$ cat src/rtl/mc_main_fsm.sv
// Main sequencing FSM for the multicycle MIPS core: steps each instruction
// through fetch/decode/execute/memory/writeback and decodes all datapath controls.
module mc_main_fsm #(
  parameter int unsigned STATE_W          = 4,
  parameter bit          ILLEGAL_TO_FETCH = 1'b1
) (
  input  logic               CLK,
  input  logic               Reset,
  input  logic [5:0]         Op,
  input  logic [5:0]         Funct,
  input  logic               Zero,
  output logic               IorD,
  output logic               MemWrite,
  output logic               IRWrite,
  output logic               RegDst,
  output logic               MemToReg,
  output logic               ALUSrcA,
  output logic               RegWrite,
  output logic               PCEn,
  output logic               ExtOp,
  output logic [1:0]         ALUSrcB,
  output logic [1:0]         PCSrc,
  output logic [2:0]         ALUCtl,
  output logic [STATE_W-1:0] Stat
);

  typedef enum logic [3:0] {
    FETCH  = 4'd0,
    DECODE = 4'd1,
    MEMADR = 4'd2,
    MEMRD  = 4'd3,
    MEMWB  = 4'd4,
    MEMWR  = 4'd5,
    RTYPE  = 4'd6,
    ALUWB  = 4'd7,
    BEQ    = 4'd8,
    IEXEC  = 4'd9,
    IWB    = 4'd10,
    JUMP   = 4'd11,
    BNE    = 4'd12,
    HALT   = 4'd15
  } state_t;

  localparam logic [2:0] ALU_AND = 3'b000;
  localparam logic [2:0] ALU_OR  = 3'b001;
  localparam logic [2:0] ALU_ADD = 3'b010;
  localparam logic [2:0] ALU_SUB = 3'b110;
  localparam logic [2:0] ALU_SLT = 3'b111;

  state_t state, state_nxt;

  logic       rtype_ok;
  logic [2:0] rtype_alu;
  logic       imm_ext;
  logic [2:0] imm_alu;

  always_ff @(posedge CLK or posedge Reset) begin
    if (Reset) state <= FETCH;
    else       state <= state_nxt;
  end

  always_comb begin
    rtype_ok  = 1'b1;
    rtype_alu = ALU_ADD;
    unique case (Funct)
      6'h20:   rtype_alu = ALU_ADD;
      6'h22:   rtype_alu = ALU_SUB;
      6'h24:   rtype_alu = ALU_AND;
      6'h25:   rtype_alu = ALU_OR;
      6'h2A:   rtype_alu = ALU_SLT;
      default: rtype_ok  = 1'b0;
    endcase
  end

  always_comb begin
    imm_ext = 1'b1;
    imm_alu = ALU_ADD;
    unique case (Op)
      6'h0A:   imm_alu = ALU_SLT;
      6'h0C:   begin imm_ext = 1'b0; imm_alu = ALU_AND; end
      6'h0D:   begin imm_ext = 1'b0; imm_alu = ALU_OR;  end
      default: ;
    endcase
  end

  always_comb begin
    state_nxt = FETCH;
    IorD      = 1'b0;
    MemWrite  = 1'b0;
    IRWrite   = 1'b0;
    RegDst    = 1'b0;
    MemToReg  = 1'b0;
    ALUSrcA   = 1'b0;
    RegWrite  = 1'b0;
    PCEn      = 1'b0;
    ExtOp     = 1'b1;
    ALUSrcB   = 2'b00;
    PCSrc     = 2'b00;
    ALUCtl    = ALU_AND;
    unique case (state)
      FETCH: begin
        IRWrite   = 1'b1;
        ALUSrcB   = 2'b01;
        ALUCtl    = ALU_ADD;
        PCEn      = 1'b1;
        state_nxt = DECODE;
      end
      DECODE: begin
        ALUSrcB   = 2'b11;
        ALUCtl    = ALU_ADD;
        state_nxt = ILLEGAL_TO_FETCH ? FETCH : HALT;
        unique case (Op)
          6'h23, 6'h2B:               state_nxt = MEMADR;
          6'h00:                      if (rtype_ok) state_nxt = RTYPE;
          6'h04:                      state_nxt = BEQ;
          6'h05:                      state_nxt = BNE;
          6'h08, 6'h0C, 6'h0D, 6'h0A: state_nxt = IEXEC;
          6'h02:                      state_nxt = JUMP;
          default: ;
        endcase
      end
      MEMADR: begin
        ALUSrcA   = 1'b1;
        ALUSrcB   = 2'b10;
        ALUCtl    = ALU_ADD;
        state_nxt = (Op == 6'h2B) ? MEMWR : MEMRD;
      end
      MEMRD: begin
        IorD      = 1'b1;
        state_nxt = MEMWB;
      end
      MEMWB: begin
        MemToReg = 1'b1;
        RegWrite = 1'b1;
      end
      MEMWR: begin
        IorD     = 1'b1;
        MemWrite = 1'b1;
      end
      RTYPE: begin
        ALUSrcA   = 1'b1;
        ALUCtl    = rtype_alu;
        state_nxt = ALUWB;
      end
      ALUWB: begin
        RegDst   = 1'b1;
        RegWrite = 1'b1;
      end
      BEQ, BNE: begin
        ALUSrcA = 1'b1;
        ALUCtl  = ALU_SUB;
        PCSrc   = 2'b01;
        PCEn    = (state == BEQ) ? Zero : ~Zero;
      end
      IEXEC: begin
        ALUSrcA   = 1'b1;
        ALUSrcB   = 2'b10;
        ExtOp     = imm_ext;
        ALUCtl    = imm_alu;
        state_nxt = IWB;
      end
      IWB: begin
        RegWrite = 1'b1;
        ExtOp    = imm_ext;
        ALUCtl   = imm_alu;
      end
      JUMP: begin
        PCSrc = 2'b10;
        PCEn  = 1'b1;
      end
      HALT:    state_nxt = HALT;
      default: ;
    endcase
    // State resets asynchronously to FETCH, whose write strobes must stay off during reset.
    if (Reset) begin
      MemWrite = 1'b0;
      IRWrite  = 1'b0;
      RegWrite = 1'b0;
      PCEn     = 1'b0;
    end
  end

  assign Stat = STATE_W'(state);

endmodule
$ cat config.mk
export PLATFORM = sky130hd
export DESIGN_NAME = mc_main_fsm
export DESIGN_NICKNAME = d
export VERILOG_FILES = /design/src/rtl/mc_main_fsm.sv
export SDC_FILE = /design/constraint.sdc
export NUM_CORES = 1
export LEC_CHECK = 0
export ABC_AREA = 1
export CORE_MARGIN = 5
export CORE_UTILIZATION = 50
export DETAILED_ROUTE_END_ITERATION = 10
export DONT_BUFFER_PORTS = 1
export GPL_ROUTABILITY_DRIVEN = 1
export HOLD_SLACK_MARGIN = 0.03
export PLACE_DENSITY = 0.65
export SLEW_MARGIN = 20
export SYNTH_ARGS = -nofsm -noshare
export SYNTH_HDL_FRONTEND = slang
export SYNTH_SLANG_ARGS = --single-unit
$ cat constraint.sdc
create_clock -name CLK -period 1.6 [get_ports CLK]
set_input_delay 0.32 -clock CLK [delete_from_list [all_inputs] [get_ports CLK]]
set_output_delay 0.32 -clock CLK [all_outputs]
set_load 0.02 [all_outputs]
==> results.json <==
{
  "status": "finished with violations",
  "violations": "setup timing",
  "synth_common_cells": "40 x nand2_1, 26 x nor2_1, 23 x inv_1",
  "async_reset_ff_frac": 1.00,
  "first_pass_iters": 4,
  "drive_above_1_share": 0.459,
  "yosysMostFrequentCell": "nand2_1",
  "die_y_um": 47.6,
  "fp.dieW_um": 47.6,
  "total_leakage_power_nw": 0.588,
  "syn-cell-area_um2": 707,
  "rsz0062_at_grt": "true",
  "critPathLaunchType": "flop",
  "worstPathRequired_ps": 1280,
  "synth_area_leader_cell": "nand2_1",
  "end_kind": "output port",
  "fin_util": 0.828,
  "largest_reg_flops": 4,
  "powerDensity_nw_per_um2": 1500,
  "clkTransAtPathRegs_ps": 40,
  "synth.distinct_cells": 23,
  "grt_pass1_vias": 848,
  "fin_crit_sh": 1.11,
  "setup_ws_ps": -172,
  "hold_viol_final": 0,
  "viasPerCell": 5.51,
  "numCtsBuffers": 3,
  "portBuffers": 0,
  "clockRootBuffer": "clkbuf_4",
  "grt_first_pass_wirelength_mm": 3.48,
  "antenna_cells": 0,
  "sw_frac_of_total": 0.563,
  "layout.nets": 176,
  "worst_slew_pin_slew_ps": 383,
  "synth_top_area_frac": 0.212,
  "antenna_found_initial": 0,
  "hold_path_class": "in2reg",
  "synth_warnings": 0,
  "cellInternalPower_w": 0.000716,
  "ir_drop_mv": 1.33,
  "synth_nets": 149,
  "synth_edf_count": 0,
  "cts_tree": "done",
  "ys.flop_type": "dfrtp_1",
  "drc": 0,
  "clock_latency_ps": 240,
  "synth_seq_area_share": 0.142,
  "max_cap_viol_count": 0,
  "place_congestion": 0.818,
  "worstSetupPathType": "reg2out",
  "hpwl_mm": 1.65,
  "num_rows": 13,
  "arrival_ps": 1450,
  "combPwrFrac": 0.775,
  "synth_seq_cells": 4,
  "clock_path_buffers": 2,
  "area_growth_pct": 54.3,
  "p_sw_w": 0.000923,
  "drv_slew": 0,
  "design.core.area_um2": 1320,
  "gr-usage-all-layers": 0.219,
  "period_minus_slack_ps": 1770,
  "num_io_pins": 35,
  "post-place-ws_ps": 46.6,
  "skew_ps": 10.2,
  "power_frac_clock": 0.078,
  "clock-sinks": 4,
  "synthCells": 134,
  "max_freq_mhz": 564,
  "initial_core_util": 0.537,
  "synth_area_per_cell_um2": 5.28,
  "max_slew_margin": 0.744,
  "wl_per_cell_um": 13.7,
  "grt_overflow": 0,
  "seqPwrFrac": 0.147,
  "via_count": 958,
  "fin_setup_tns_ps": -1160,
  "drtIter0Drc": 33,
  "grt_max_degree": 6,
  "htreeDepth": 1,
  "worstPathMaxFanout": 5,
  "dieArea_um2": 2270,
  "routed_wl_mm": 2.38,
  "setup_viol": 11,
  "ys_top_cells_by_area": "nand2_1 21%, dfrtp_1 14%, nor2_1 14%",
  "antenna_left": 0
}
[cell families after synthesis]
group	after synthesis	share of synthesized area
buffers and inverters	27	0.147
and+or+nand+nor	93	0.621
DFF	4	0.142
AOI/OAI and AO/OA	10	0.0902
[cell usage in the layout, fill, tap and decap left out]
master and n:
a21oi_1 1, a21oi_2 1, a31oi_1 1, a31oi_4 1, buf_4 15, buf_6 6, clkbuf_4 3, clkinv_1 1
dfrtp_2 4, dlygate4sd3_1 1, inv_1 19, inv_2 4, inv_4 3, nand2_1 31, nand2_2 8, nand2_4 3
nand3_1 9, nand3_2 2, nand3_4 2, nand4_1 1, nor2_1 17, nor2_2 7, nor2_4 9, nor3_2 1
nor3_4 1, nor4_1 1, o211ai_4 1, o21ai_0 2, o21ai_1 2, o21ai_2 1, or2_2 1
[power by group through the flow]
stage	logic, W	registers (W)	clock network (W)
detailed placement	0.000973	0.000195	0
global placement	0.000965	0.000195	0
global route	0.00135	0.000246	0.000146
CTS	0.00115	0.000212	0.000134
floorplan	0.000617	0.000244	0
finish	0.00127	0.000242	0.000128
[area by class of cell]
| type | instances | area (um^2) |
|---|---|---|
| multi-input combinational | 103 | 646 |
| fill | 86 | 226 |
| sequential | 4 | 105 |
| clock buffer | 3 | 22.5 |
| tap | 15 | 18.8 |
| timing repair buffer | 22 | 190 |
| inverter | 27 | 109 |
[worst max-delay path, cell delays in order (launching register included)]
cell and delay [ps]:
dfrtp_2 470, nor2_4 180, inv_2 80, nor2_4 120
nand3_1 130, a31oi_4 230
[worst paths after layout]
path | cells past startpoint | slack [ps] | from | endpoint
min in group asynchronous | 2 | 450 | Reset | Stat[3]
max in group asynchronous | 2 | 940 | Reset | Stat[0]
setup reg to reg | 8 | 170 | Stat[0] | Stat[1]
setup / recovery | 5 | -170 | Stat[1] | PCEn
hold / removal | 4 | 320 | Op[0] | Stat[2]
hold reg to reg | 3 | 720 | Stat[0] | Stat[0]
[through the flow]
step                      hold slack [ps]  cell area, um^2  std cells  power, W
after floorplan                      92.0              743        134  0.000861
after global placement                114              875        164   0.00116
after detailed placement              115              875        164   0.00117
after CTS                             327             1030        173   0.00150
after global routing                  332             1090        174   0.00175
final                                 324             1090        174   0.00164
[timing repair]
item / 4_1_cts / 5_1_grt
hold buffers: 1 / 0
setup endpoints to repair: 9 / 14
endpoints found under the hold margin: 4 / 0
gates cloned: 0 / 0
gates resized for setup: 25 / 17
pin swaps: 5 / 5
setup buffers: 5 / 1
[layer usage]
layer  up-vias  routed length (um)  GRT usage
li1        463                   -          -
met1       426                 855      0.251
met2        56                1160      0.388
met3        13                 290     0.0602
met4         0                  73     0.0806
met5         -                   0          0
Note: power is estimated with default switching activity, not from simulation.
